$ cat config.mk
export PLATFORM = sky130hd
export DESIGN_NAME = axi4_default_slave_flat
export DESIGN_NICKNAME = d
export VERILOG_FILES = /design/src/rtl/axi4_default_slave_if.sv /design/src/rtl/axi4_default_slave.sv /design/src/flat_wrapper.sv
export SDC_FILE = /design/constraint.sdc
export NUM_CORES = 1
export LEC_CHECK = 0
export BUFFER_PORTS_ARGS = -buffer_cell sky130_fd_sc_hd__buf_2
export CAP_MARGIN = 20
export CORE_AREA = 2 2 70 72
export DETAILED_ROUTE_END_ITERATION = 10
export DIE_AREA = 0 0 72 74
export PLACE_DENSITY = 0.84
export SLEW_MARGIN = 20
export SYNTH_ARGS = -nofsm -noshare
export SYNTH_HDL_FRONTEND = slang
export SYNTH_SLANG_ARGS = --single-unit
export TNS_END_PERCENT = 20
$ cat constraint.sdc
create_clock -name aclk -period 2.15 [get_ports aclk]
set_clock_uncertainty 0.2 [all_clocks]
set_input_delay 0.215 -clock aclk [delete_from_list [all_inputs] [get_ports aclk]]
set_output_delay 0.215 -clock aclk [all_outputs]
set_load 0.02 [all_outputs]
$ cat src/rtl/axi4_default_slave_if.sv
// AXI4 bus bundle for the default (error-terminating) slave.
// Slave modport faces the interconnect; master modport is the requesting side.
interface axi4_default_slave_if #(
  parameter int ADDR_WIDTH = 32,
  parameter int DATA_WIDTH = 32,
  parameter int ID_WIDTH   = 4
);
  logic [ID_WIDTH-1:0]     awid;
  logic [ADDR_WIDTH-1:0]   awaddr;
  logic [7:0]              awlen;
  logic                    awvalid;
  logic                    awready;

  logic [DATA_WIDTH-1:0]   wdata;
  logic [DATA_WIDTH/8-1:0] wstrb;
  logic                    wlast;
  logic                    wvalid;
  logic                    wready;

  logic [ID_WIDTH-1:0]     bid;
  logic [1:0]              bresp;
  logic                    bvalid;
  logic                    bready;

  logic [ID_WIDTH-1:0]     arid;
  logic [ADDR_WIDTH-1:0]   araddr;
  logic [7:0]              arlen;
  logic                    arvalid;
  logic                    arready;

  logic [ID_WIDTH-1:0]     rid;
  logic [DATA_WIDTH-1:0]   rdata;
  logic [1:0]              rresp;
  logic                    rlast;
  logic                    rvalid;
  logic                    rready;

  modport slave (
    input  awid, awaddr, awlen, awvalid, output awready,
    input  wdata, wstrb, wlast, wvalid,  output wready,
    output bid, bresp, bvalid,           input  bready,
    input  arid, araddr, arlen, arvalid, output arready,
    output rid, rdata, rresp, rlast, rvalid, input rready
  );

  modport master (
    output awid, awaddr, awlen, awvalid, input  awready,
    output wdata, wstrb, wlast, wvalid,  input  wready,
    input  bid, bresp, bvalid,           output bready,
    output arid, araddr, arlen, arvalid, input  arready,
    input  rid, rdata, rresp, rlast, rvalid, output rready
  );
endinterface

$ cat src/rtl/axi4_default_slave.sv
// AXI4 default slave: accepts every transaction and answers DECERR.
// Optional error logging (err_addr/err_is_write/err_count) under AXI4_DEFSLV_ERRLOG_EN.
module axi4_default_slave #(
  parameter int ADDR_WIDTH = 32,
  parameter int DATA_WIDTH = 32,
  parameter int ID_WIDTH   = 4
) (
  input  logic                  aclk,
  input  logic                  areset,
  axi4_default_slave_if.slave   axi
`ifdef AXI4_DEFSLV_ERRLOG_EN
  ,
  output logic [ADDR_WIDTH-1:0] err_addr,
  output logic                  err_is_write,
  output logic [15:0]           err_count
`endif
);

  localparam logic [1:0] DECERR = 2'b11;

  typedef enum logic [1:0] {W_IDLE, W_DATA, W_RESP} w_state_t;
  typedef enum logic       {R_IDLE, R_DATA}         r_state_t;

  w_state_t            w_state, w_state_nxt;
  r_state_t            r_state, r_state_nxt;
  logic [ID_WIDTH-1:0] bid_q;
  logic [ID_WIDTH-1:0] rid_q;
  logic [7:0]          beat_cnt;

  logic aw_hs, w_last_hs, b_hs, ar_hs, r_hs;

  assign aw_hs     = axi.awvalid && axi.awready;
  assign w_last_hs = axi.wvalid && axi.wready && axi.wlast;
  assign b_hs      = axi.bvalid && axi.bready;
  assign ar_hs     = axi.arvalid && axi.arready;
  assign r_hs      = axi.rvalid && axi.rready;

  // Payload fields are discarded; fold them into a sink so they are not flagged as dangling.
  logic unused_payload;
  assign unused_payload = ^{axi.awaddr, axi.awlen, axi.wdata, axi.wstrb, axi.araddr};

  always_ff @(posedge aclk or posedge areset) begin
    if (areset) begin
      w_state <= W_IDLE;
      r_state <= R_IDLE;
    end else begin
      w_state <= w_state_nxt;
      r_state <= r_state_nxt;
    end
  end

  always_comb begin
    w_state_nxt = w_state;
    axi.awready = 1'b0;
    axi.wready  = 1'b0;
    axi.bvalid  = 1'b0;
    axi.bresp   = 2'b00;
    unique case (w_state)
      W_IDLE: begin
        axi.awready = 1'b1;
        if (aw_hs) w_state_nxt = W_DATA;
      end
      W_DATA: begin
        axi.wready = 1'b1;
        if (w_last_hs) w_state_nxt = W_RESP;
      end
      W_RESP: begin
        axi.bvalid = 1'b1;
        axi.bresp  = DECERR;
        if (b_hs) w_state_nxt = W_IDLE;
      end
      default: w_state_nxt = W_IDLE;
    endcase
  end

  always_comb begin
    r_state_nxt = r_state;
    axi.arready = 1'b0;
    axi.rvalid  = 1'b0;
    axi.rresp   = 2'b00;
    axi.rlast   = 1'b0;
    unique case (r_state)
      R_IDLE: begin
        axi.arready = 1'b1;
        if (ar_hs) r_state_nxt = R_DATA;
      end
      R_DATA: begin
        axi.rvalid = 1'b1;
        axi.rresp  = DECERR;
        axi.rlast  = (beat_cnt == 8'd0);
        if (r_hs && beat_cnt == 8'd0) r_state_nxt = R_IDLE;
      end
      default: r_state_nxt = R_IDLE;
    endcase
  end

  // Captured IDs and the remaining-beat counter.
  always_ff @(posedge aclk or posedge areset) begin
    if (areset) begin
      bid_q    <= '0;
      rid_q    <= '0;
      beat_cnt <= 8'd0;
    end else begin
      if (aw_hs) bid_q <= axi.awid;
      if (ar_hs) begin
        rid_q    <= axi.arid;
        beat_cnt <= axi.arlen;
      end else if (r_hs && beat_cnt != 8'd0) begin
        beat_cnt <= beat_cnt - 8'd1;
      end
    end
  end

  assign axi.bid   = bid_q;
  assign axi.rid   = rid_q;
  assign axi.rdata = '0;

`ifdef AXI4_DEFSLV_ERRLOG_EN
  function automatic logic [15:0] sat_add16(input logic [15:0] a, input logic [1:0] inc);
    logic [16:0] sum;
    sum = {1'b0, a} + {15'd0, inc};
    return sum[16] ? 16'hFFFF : sum[15:0];
  endfunction

  // A simultaneous AW/AR pair logs the write address but counts both.
  always_ff @(posedge aclk or posedge areset) begin
    if (areset) begin
      err_addr     <= '0;
      err_is_write <= 1'b0;
      err_count    <= 16'd0;
    end else if (aw_hs || ar_hs) begin
      err_count    <= sat_add16(err_count, {1'b0, aw_hs} + {1'b0, ar_hs});
      err_is_write <= aw_hs;
      err_addr     <= aw_hs ? ADDR_WIDTH'(axi.awaddr) : ADDR_WIDTH'(axi.araddr);
    end
  end
`endif

endmodule
$ cat src/flat_wrapper.sv
// flat-port wrapper written by rule: the top's interface ports become plain ports
module axi4_default_slave_flat 
#(
  parameter int ADDR_WIDTH = 32,
  parameter int DATA_WIDTH = 32,
  parameter int ID_WIDTH   = 4
)
  (aclk, areset, axi_awid, axi_awaddr, axi_awlen, axi_awvalid, axi_awready, axi_wdata, axi_wstrb, axi_wlast, axi_wvalid, axi_wready, axi_bid, axi_bresp, axi_bvalid, axi_bready, axi_arid, axi_araddr, axi_arlen, axi_arvalid, axi_arready, axi_rid, axi_rdata, axi_rresp, axi_rlast, axi_rvalid, axi_rready);
  axi4_default_slave_if #(.ADDR_WIDTH(ADDR_WIDTH), .DATA_WIDTH(DATA_WIDTH), .ID_WIDTH(ID_WIDTH)) axi_i ();
  input  logic aclk;
  input  logic areset;
  input wire logic [$bits(axi_i.awid)-1:0] axi_awid;
  input wire logic [$bits(axi_i.awaddr)-1:0] axi_awaddr;
  input wire logic [$bits(axi_i.awlen)-1:0] axi_awlen;
  input wire logic [$bits(axi_i.awvalid)-1:0] axi_awvalid;
  output wire logic [$bits(axi_i.awready)-1:0] axi_awready;
  input wire logic [$bits(axi_i.wdata)-1:0] axi_wdata;
  input wire logic [$bits(axi_i.wstrb)-1:0] axi_wstrb;
  input wire logic [$bits(axi_i.wlast)-1:0] axi_wlast;
  input wire logic [$bits(axi_i.wvalid)-1:0] axi_wvalid;
  output wire logic [$bits(axi_i.wready)-1:0] axi_wready;
  output wire logic [$bits(axi_i.bid)-1:0] axi_bid;
  output wire logic [$bits(axi_i.bresp)-1:0] axi_bresp;
  output wire logic [$bits(axi_i.bvalid)-1:0] axi_bvalid;
  input wire logic [$bits(axi_i.bready)-1:0] axi_bready;
  input wire logic [$bits(axi_i.arid)-1:0] axi_arid;
  input wire logic [$bits(axi_i.araddr)-1:0] axi_araddr;
  input wire logic [$bits(axi_i.arlen)-1:0] axi_arlen;
  input wire logic [$bits(axi_i.arvalid)-1:0] axi_arvalid;
  output wire logic [$bits(axi_i.arready)-1:0] axi_arready;
  output wire logic [$bits(axi_i.rid)-1:0] axi_rid;
  output wire logic [$bits(axi_i.rdata)-1:0] axi_rdata;
  output wire logic [$bits(axi_i.rresp)-1:0] axi_rresp;
  output wire logic [$bits(axi_i.rlast)-1:0] axi_rlast;
  output wire logic [$bits(axi_i.rvalid)-1:0] axi_rvalid;
  input wire logic [$bits(axi_i.rready)-1:0] axi_rready;
  assign axi_i.awid = axi_awid;
  assign axi_i.awaddr = axi_awaddr;
  assign axi_i.awlen = axi_awlen;
  assign axi_i.awvalid = axi_awvalid;
  assign axi_awready = axi_i.awready;
  assign axi_i.wdata = axi_wdata;
  assign axi_i.wstrb = axi_wstrb;
  assign axi_i.wlast = axi_wlast;
  assign axi_i.wvalid = axi_wvalid;
  assign axi_wready = axi_i.wready;
  assign axi_bid = axi_i.bid;
  assign axi_bresp = axi_i.bresp;
  assign axi_bvalid = axi_i.bvalid;
  assign axi_i.bready = axi_bready;
  assign axi_i.arid = axi_arid;
  assign axi_i.araddr = axi_araddr;
  assign axi_i.arlen = axi_arlen;
  assign axi_i.arvalid = axi_arvalid;
  assign axi_arready = axi_i.arready;
  assign axi_rid = axi_i.rid;
  assign axi_rdata = axi_i.rdata;
  assign axi_rresp = axi_i.rresp;
  assign axi_rlast = axi_i.rlast;
  assign axi_rvalid = axi_i.rvalid;
  assign axi_i.rready = axi_rready;
  axi4_default_slave #(.ADDR_WIDTH(ADDR_WIDTH), .DATA_WIDTH(DATA_WIDTH), .ID_WIDTH(ID_WIDTH)) u_core (.aclk(aclk), .areset(areset), .axi(axi_i));
endmodule
* Word-level counts from Yosys, hierarchy flattened
Cells that the tools add are included.
** Word-level totals
- Register bits after elaboration :: 19
- Memories :: 0
- Bits in latches :: 0
- ROM bits :: 0
- Memory bits (writable) :: 0
** Operators by class
- Multipliers :: 0
- Muxes and demuxes :: 17
- Shifts and indexed selects :: 0
- Div/mod/pow operators :: 0
- Add/subtract/negate cells :: 1
- Bitwise logic cells :: 1
- Reductions and logical operators :: 13
- Order comparisons :: 0
- Eq/ne operators :: 5
** Operator list (count)
- 8-bit 2-to-1 mux :: 2
- 2-bit 2-to-1 mux :: 5
- 1-bit logical AND :: 8
- 8-bit zero test :: 1
- 1-bit 2-to-1 mux :: 8
- 8-bit nonzero test :: 1
- 8-bit by 1-bit subtractor with 8-bit output, second input constant :: 1
- 2-bit by 1-bit inequality test with 1-bit output, second input constant :: 3
- 2-bit one-hot mux with 3 select lines :: 1
- 3-bit AND reduction :: 1
- 2-bit by 1-bit equality test with 1-bit output, second input constant :: 1
- 2-bit equality test, second input constant :: 1
- 2-bit zero test :: 1
- 1-bit one-hot mux with 2 select lines :: 1
- 2-bit nonzero test :: 1
- 1-bit inverter :: 1

* Longest topological paths before layout
Gate-level depths: netlist of the first run.
- Depth after elaboration :: 6
- Gate-level depth with buffers :: 6

* Worst setup path after synthesis of the first run
No wires, ideal clock.
- Kind :: flip-flop to flip-flop
- Start point :: register u_core.beat_cnt[0]
- End point :: register u_core.beat_cnt[5]
- Stages on the path, launching flop included :: 7
- Data required time :: 1868 ps
- Clock period less this slack :: 1832 ps
- Buffers on the path :: 0
- Arrival :: 1550 ps
- Path slack :: 318 ps
- Cell sequence :: dfrtp_1 inv_1 ha_1 nor3b_2 and2_4 or4_1 a31oi_1
** Between the ends
- Word-level cells in the longest chain between the ends :: 3
- Elaborated cells on any way between the ends :: 6
- Those cells by class :: add/sub (1); mux (2); reduce/logical (3)
** RTL lines
- from (decl) :: RTL line axi4_default_slave.sv:28 : logic [7:0] beat_cnt;
- from (signal assigned) :: RTL line axi4_default_slave.sv:107 : beat_cnt <= axi.arlen;
- from (signal assigned) :: RTL line axi4_default_slave.sv:109 : beat_cnt <= beat_cnt - 8'd1;
- 8-bit by 1-bit subtractor with 8-bit output / 8-bit nonzero test (equally long branches) :: RTL line axi4_default_slave.sv:109, axi4_default_slave.sv:108
- 8-bit 2-to-1 mux / 1-bit logical AND (equally long branches) :: RTL line axi4_default_slave.sv:108 : end else if (r_hs && beat_cnt != 8'd0) begin
- 8-bit 2-to-1 mux / 2-bit nonzero test (equally long branches)
Several ways; a longest one is shown, not always the timed one. The select of a mux whose other input is x is not followed.
A chain may end at the register's enable or synchronous reset.

* Worst setup path in the final report of the first run
- Start point :: register u_core.beat_cnt[0]
- End point :: output axi_rlast
** Between the ends
- Word-level cells in the longest chain between the ends :: 2
** RTL lines
- 8-bit zero test :: RTL line axi4_default_slave.sv:90 : axi.rlast = (beat_cnt == 8'd0);
- 1-bit 2-to-1 mux :: RTL line axi4_default_slave.sv:82 : unique case (r_state)
- to (decl) :: RTL line flat_wrapper.sv:34 : output wire logic [$bits(axi_i.rlast)-1:0] axi_rlast;
Every way passes these cells.

==> summary.txt, run 1 <==
Detailed routing
  • First-pass DRT Iterations: 4
  • Via count: 1027
  • Drt via density: 4.23
  • Starting DRT DRC Count: 29
  • Wire per inst: 10.6 µm
  • Routed WL: 2570 µm
  • Final ANT Viol Nets: 0
  • Residual DRC: 0

Global route
  • GRT Total Usage: 9.30%
  • Grt ovf: 0
  • Vias in the first global route: 888
  • Largest net degree at the start of global routing: 20
  • First-pass GRT wire length: 3840 µm
  • Initial antenna violation count: 0

Power
  • Worst IR drop on VDD: 479 µV
  • PwrDens: 1080 nW/µm²
  • Pleak: 0.782 nW

Setup path
  • R2R cell count: 6
  • Crit. path cell count: 5
  • CP bufs+invs: 2
  • Family with the most delay on the worst path: simple AND/OR/NAND/NOR gates
  • Worst Setup Start Kind: flip-flop
  • RR Endpoint: u_core.beat_cnt[5]
  • Crit. Startpoint: u_core.beat_cnt[0]
  • Reg-to-reg slack, setup: 0.21 ns
  • Crit path to: axi_rlast
  • Largest fanout on the critical path: 4
  • Crit-path cells: inv_1 -> ha_1 -> nor3b_2 -> and3_1 -> buf_2
  • Slowest-stage cell, CP: dfrtp_1
  • CP peak stage delay: 0.40 ns
  • Kind of critical path: flip-flop to primary output
  • Critical Path AT: 1.57 ns
  • Worst endpoint required time: 1.74 ns
  • RR Startpoint: u_core.beat_cnt[0]
  • Critical path capture point type: primary output

Timing
  • Fin crit period: 1.99 ns
  • Final hold vios: 0
  • Tightest Pin Transition: 0.740 ns
  • Crit share post-route: 92.6%
  • Fin Setup TNS: 0 ns
  • Endpoints failing setup: 0
  • Fmax: 0.503 GHz
  • Max Transition Viols Final: 0
  • Rel. slew slack: 50.6%
  • Setup repair after global routing missed its margin: no
  • Final WS setup: 0.160 ns

Min path
  • Hold path cells: 3
  • Worst Hold Class: input pin to flip-flop

Clock network
  • H-tree lvl count: 1
  • Clk Latency, worst-skew pair: 0.25 ns
  • Clock slew at reported path FFs: 0.07 ns
  • Resize count post-CTS: 0
  • Clk sink count: 19
  • Maximum buffer depth of the clock tree: 2
  • CTS Buf Count: 3
  • CTS tree: yes
  • Clk root buf: clkbuf_8
  • Post-CTS setup buffers: 0

Finish
  • Ant. Diodes: 0
  • Commonest non-fill, non-tap cell in the layout: buf_2
  • Reg area: 475 µm²
  • Syn-to-layout area delta: 24.0%
  • Commonest non-fill, non-tap cells in the layout: 41 x buf_2, 32 x conb_1, 19 x dfrtp_1
  • Layout cell share with drive strength beyond 1: 28.6%
  • Fill cells: 476
  • Multi-input gate area: 586 µm²
  • Nets: 323

Floorplanning
  • Die Width: 72 µm
  • I/O pin total: 182
  • Die area: 5330 µm²
  • # rows: 25
  • Die height: 74 µm
  • Core Region: 4600 µm²
  • Starting Density: 27.1%

Synthesis
  • Register area share after synthesis: 38.2%
  • Dominant synthesized flop cell: dfrtp_1
  • Syn. warnings: 0
  • Post-Syn Instances: 137
  • Post-synth EDFFs: 0
  • Post-synthesis sequential element count: 19
  • Mapped cell area: 1250 µm²
  • Async set-reset flop share out of synthesis: 100%
  • Unique cell type count in the Yosys netlist: 36
  • Avg Cell Area, Syn: 9.10 µm²

Run
  • Max Cap Viol: 0

Placement
  • Final Wtd Congestion: 0.746
  • Post-DP HPWL: 1860 µm
  • Port-buffer cells: 41
  • DP Worst Slack: 0.224 ns

Run status
  • Outcome: completed
## worst min-delay path, delay by kind of cell
kind / cells / cell delay, ns
buffers and inverters: 1 / 0.08
AO/OA/AOI/OAI: 1 / 0.10
AND/OR/NAND/NOR: 1 / 0.03
## report_power, final
group          total, W  switching [W]  internal (W)  leakage [nW]
Clock          0.000247       0.000115      0.000132        0.0228
Combinational  0.000739       0.000417      0.000322         0.533
Sequential     0.000683       0.000161      0.000522         0.226
Total           0.00167       0.000694      0.000975         0.782
## per-layer routing
metal,up-vias,GRT usage (%),share of wire [%]
met5,-,0,0
met2,52,17.5,50
met4,0,1.26,0.27
li1,494,-,-
met3,2,4.07,8.5
met1,479,9.94,42
## final cells by class
cell class,count,share of cell area [%]
inverters,5,1.21
flip-flops and latches,19,30.8
clock buffers,4,2.91
well taps,54,4.37
repair buffers,56,22.8
multi-input cells,105,37.9
## how the worst min path moves through the flow
stage                               endpoint  slack [ns]         start
final                     u_core.beat_cnt[6]        0.02  axi_arlen[6]
after global routing          u_core.r_state        0.03   axi_arvalid
after CTS                 u_core.beat_cnt[2]        0.02  axi_arlen[2]
after detailed placement   u_core.axi.bid[0]        0.19        areset
after global placement     u_core.axi.bid[1]        0.17        areset
after floorplan            u_core.axi.bid[0]       -0.03        areset
## Yosys cell counts (all sizes together) (2+ instances only)
cell type	number	share of area, %
nor2	7	2.1
mux2	5	4.8
o21ai	5	2.3
buf	37	22
nor2b	4	2.0
dfrtp	19	38
nor3	2	0.80
mux2i	2	1.6
nand2	18	5.4
and2	2	1.2
nand3	3	1.2
or3	2	1.0
xnor2	2	1.4
a21oi	4	1.6
inv	5	1.5
a31oi	3	1.5
clkbuf	2	0.60
## cells by family (layout without fill, tap and decap cells)
group                      Yosys count  in the layout  share of synthesized area [%]
AOI/OAI and AO/OA                   17             17                           8.74
xor gates and xnor gates             2              2                           1.41
adders and majority gates            1              1                           1.00
buffers and inverters               44             65                           24.2
DFF                                 19             19                           38.2
muxes                                7              7                           6.43
other                                1             32                          0.301
and+or+nand+nor                     46             46                           19.8
## sequential cells by signal, summed over array words and instances (netlist names)
register / count
u_core.r_state: 1
u_core.w_state: 2
u_core.beat_cnt: 8
u_core.axi.bid: 4
u_core.axi.rid: 4
## per-stage QoR
stage | instance area, µm² | hold WS (ns) | instances | power (W) | utilization [%]
6_report | 1550 | 0.0200 | 243 | 0.00167 | 33.6
3_3_place_gp | 1360 | 0.172 | 225 | 0.00137 | 29.6
3_5_place_dp | 1360 | 0.189 | 225 | 0.00139 | 29.6
2_1_floorplan | 1360 | -0.0339 | 168 | 0.00124 | -
4_1_cts | 1550 | 0.0197 | 243 | 0.00168 | 33.6
5_1_grt | 1550 | 0.0301 | 243 | 0.00179 | 33.6
## repair_timing
action / in CTS / in global routing
endpoints found under the setup margin: 0 / 0
hold endpoints to repair: 31 / 0
hold buffers: 14 / 0
Power figures use the tool's default switching activity.
==> inputs of run 2 (changes only) <==
--- a/config.mk
+++ b/config.mk
@@ -11,6 +11,7 @@
 export DETAILED_ROUTE_END_ITERATION = 10
 export DIE_AREA = 0 0 72 74
 export PLACE_DENSITY = 0.84
+export SETUP_SLACK_MARGIN = 0.2
 export SLEW_MARGIN = 20
 export SYNTH_ARGS = -nofsm -noshare
 export SYNTH_HDL_FRONTEND = slang
==> run 2 against run 1 <==
  * Hold slack worse by 0.0027 ns
  * Cell count stayed put
  * Non-clock buffer count unchanged
  * Maximum frequency up 6.7%
  * Critical path type unchanged
  * Highest routed layer unchanged
==> summary.txt, run 2 (synthesized netlist as in run 1, its figures left out) <==
Run status
  • Outcome: completed (unchanged)

Setup path
  • Kind of critical path: flip-flop to primary output (unchanged)
  • Worst Setup Start Kind: flip-flop (unchanged)
  • Slowest-stage cell, CP: dfrtp_1 (unchanged)
  • Critical path capture point type: primary output (unchanged)
  • Reg-to-reg slack, setup: 0.29 ns (was 0.21 ns)
  • Worst endpoint required time: 1.74 ns (about the same)
  • Family with the most delay on the worst path: simple AND/OR/NAND/NOR gates (unchanged)
  • Crit-path cells: inv_2 -> ha_4 -> nor3b_4 -> and3_4 -> buf_6 (was inv_1 -> ha_1 -> nor3b_2 -> and3_1 -> buf_2)
  • Largest fanout on the critical path: 4 (unchanged)
  • Critical Path AT: 1.45 ns (was 1.57 ns)
  • CP peak stage delay: 0.41 ns (was 0.40 ns)
  • CP bufs+invs: 2 (unchanged)

Floorplanning
  • Die area: 5330 µm² (unchanged)
  • Die Width: 72 µm (unchanged)
  • Starting Density: 27.1% (unchanged)
  • I/O pin total: 182 (unchanged)
  • Core Region: 4600 µm² (unchanged)
  • # rows: 25 (unchanged)
  • Die height: 74 µm (unchanged)

Clock network
  • Clk sink count: 19 (unchanged)
  • H-tree lvl count: 1 (unchanged)
  • CTS Buf Count: 3 (unchanged)
  • Clock slew at reported path FFs: 0.07 ns (about the same)
  • Maximum buffer depth of the clock tree: 2 (unchanged)
  • CTS tree: yes (unchanged)
  • Post-CTS setup buffers: 0 (unchanged)
  • Clk Latency, worst-skew pair: 0.25 ns (about the same)
  • Clk root buf: clkbuf_8 (unchanged)

Run
  • Max Cap Viol: 0 (unchanged)

Global route
  • Largest net degree at the start of global routing: 20 (unchanged)
  • Grt ovf: 0 (unchanged)
  • Initial antenna violation count: 0 (unchanged)
  • First-pass GRT wire length: 3820 µm (was 3840 µm)
  • Vias in the first global route: 879 (was 888)
  • GRT Total Usage: 9.28% (was 9.30%)

Timing
  • Fmax: 0.536 GHz (was 0.503 GHz)
  • Max Transition Viols Final: 0 (unchanged)
  • Rel. slew slack: 51.3% (was 50.6%)
  • Endpoints failing setup: 0 (unchanged)
  • Fin Setup TNS: 0 ns (unchanged)
  • Fin crit period: 1.87 ns (was 1.99 ns)
  • Tightest Pin Transition: 0.729 ns (was 0.740 ns)
  • Setup repair after global routing missed its margin: no (unchanged)
  • Final hold vios: 0 (unchanged)
  • Crit share post-route: 86.8% (was 92.6%)
  • Final WS setup: 0.284 ns (was 0.160 ns)

Placement
  • Placed cell area: 1360 µm² (unchanged)
  • Port-buffer cells: 41 (unchanged)
  • Placed Cells: 225 (unchanged)
  • Final Wtd Congestion: 0.746 (unchanged)
  • DP Worst Slack: 0.224 ns (unchanged)
  • Post-DP HPWL: 1860 µm (unchanged)

Detailed routing
  • Routed WL: 2550 µm (was 2570 µm)
  • Final ANT Viol Nets: 0 (unchanged)
  • DRT met1 WL: 1050 µm (was 1070 µm)
  • Via count: 1001 (was 1027)
  • Drt via density: 4.12 (was 4.23)
  • Wire per inst: 10.5 µm (was 10.6 µm)
  • Starting DRT DRC Count: 26 (was 29)
  • Highest metal used: met4 (unchanged)
  • First-pass DRT Iterations: 2 (was 4)
  • Routed wl met2: 1280 µm (was 1270 µm)
  • Met3 wire len: 211 µm (was 218 µm)
  • Residual DRC: 0 (unchanged)

Finish
  • Ant. Diodes: 0 (unchanged)
  • Fin cells: 243 (unchanged)
  • Commonest non-fill, non-tap cells in the layout: 40 x buf_2, 32 x conb_1, 19 x dfrtp_1 (was 41 x buf_2, 32 x conb_1, 19 x dfrtp_1)
  • Most flops, register: u_core.beat_cnt (unchanged)
  • Syn-to-layout area delta: 26.4% (was 24.0%)
  • Max FFs per register: 8 (unchanged)
  • Post-route cell area: 1580 µm² (was 1550 µm²)
  • Commonest non-fill, non-tap cell in the layout: buf_2 (unchanged)
  • Layout cell share with drive strength beyond 1: 30.7% (was 28.6%)
  • Nets: 323 (unchanged)

Min path
  • Worst Hold Class: input pin to flip-flop (unchanged)

Power
  • Pleak: 0.781 nW (was 0.782 nW)
  • PwrDens: 1090 nW/µm² (was 1080 nW/µm²)
  • Overall power: 0.00171 W (was 0.00167 W)
  • Worst IR drop on VDD: 480 µV (was 479 µV)
==> run 2: worst paths after layout <==
kind                            depth (start not counted)                 end               start
worst min register to register                          2   u_core.axi.rid[0]   u_core.axi.rid[0]
min in group asynchronous                               3   u_core.w_state[1]              areset
worst max-delay path                                    5           axi_rlast  u_core.beat_cnt[0]
worst max register to register                          6  u_core.beat_cnt[5]  u_core.beat_cnt[0]
max in group asynchronous                               3  u_core.beat_cnt[0]              areset
worst min-delay path                                    3  u_core.beat_cnt[6]        axi_arlen[6]
==> run 2: worst reg2reg max path: cells and delay by family, from the launching register on <==
kind	cells	cell delay (ns)
AO/OA/AOI/OAI	1	0.18
adder cells (fa/ha/maj)	1	0.16
buffers and inverters	1	0.06
flip-flops	1	0.39
AND/OR/NAND/NOR	3	0.78
==> run 2: routing by layer <==
layer | vias to the layer above | GRT usage (%)
met5 | - | 0
met4 | 0 | 1.26
met3 | 2 | 4.07
met2 | 48 | 17.3
met1 | 456 | 10.0
li1 | 495 | -
==> run 2: what timing repair did <==
item                       in CTS  in global routing
hold endpoints to repair       31                  0
setup endpoints to repair       1                  2
gates resized for setup         3                  5
pin swaps                       0                  1
hold buffers                   14                  0
==> run 2: area by class of cell <==
cell class	instances	area, µm²
fill	471	3020
multi-input combinational	105	609
sequential	19	475
timing repair buffer	56	359
tap	54	67.6
clock buffer	4	45.0
inverter	5	18.8
==> run 2: metrics by stage <==
step           util (%)  hold WS [ns]
2_1_floorplan         -       -0.0339
3_3_place_gp       29.6         0.172
3_5_place_dp       29.6         0.189
4_1_cts            33.9        0.0197
5_1_grt            34.3        0.0301
6_report           34.3        0.0173
==> run 2: where the power goes <==
part	internal [W]	switching, W
sequential	0.000522	0.000169
clock	0.000132	0.000117
combinational	0.000347	0.000428
total	0.00100	0.000714
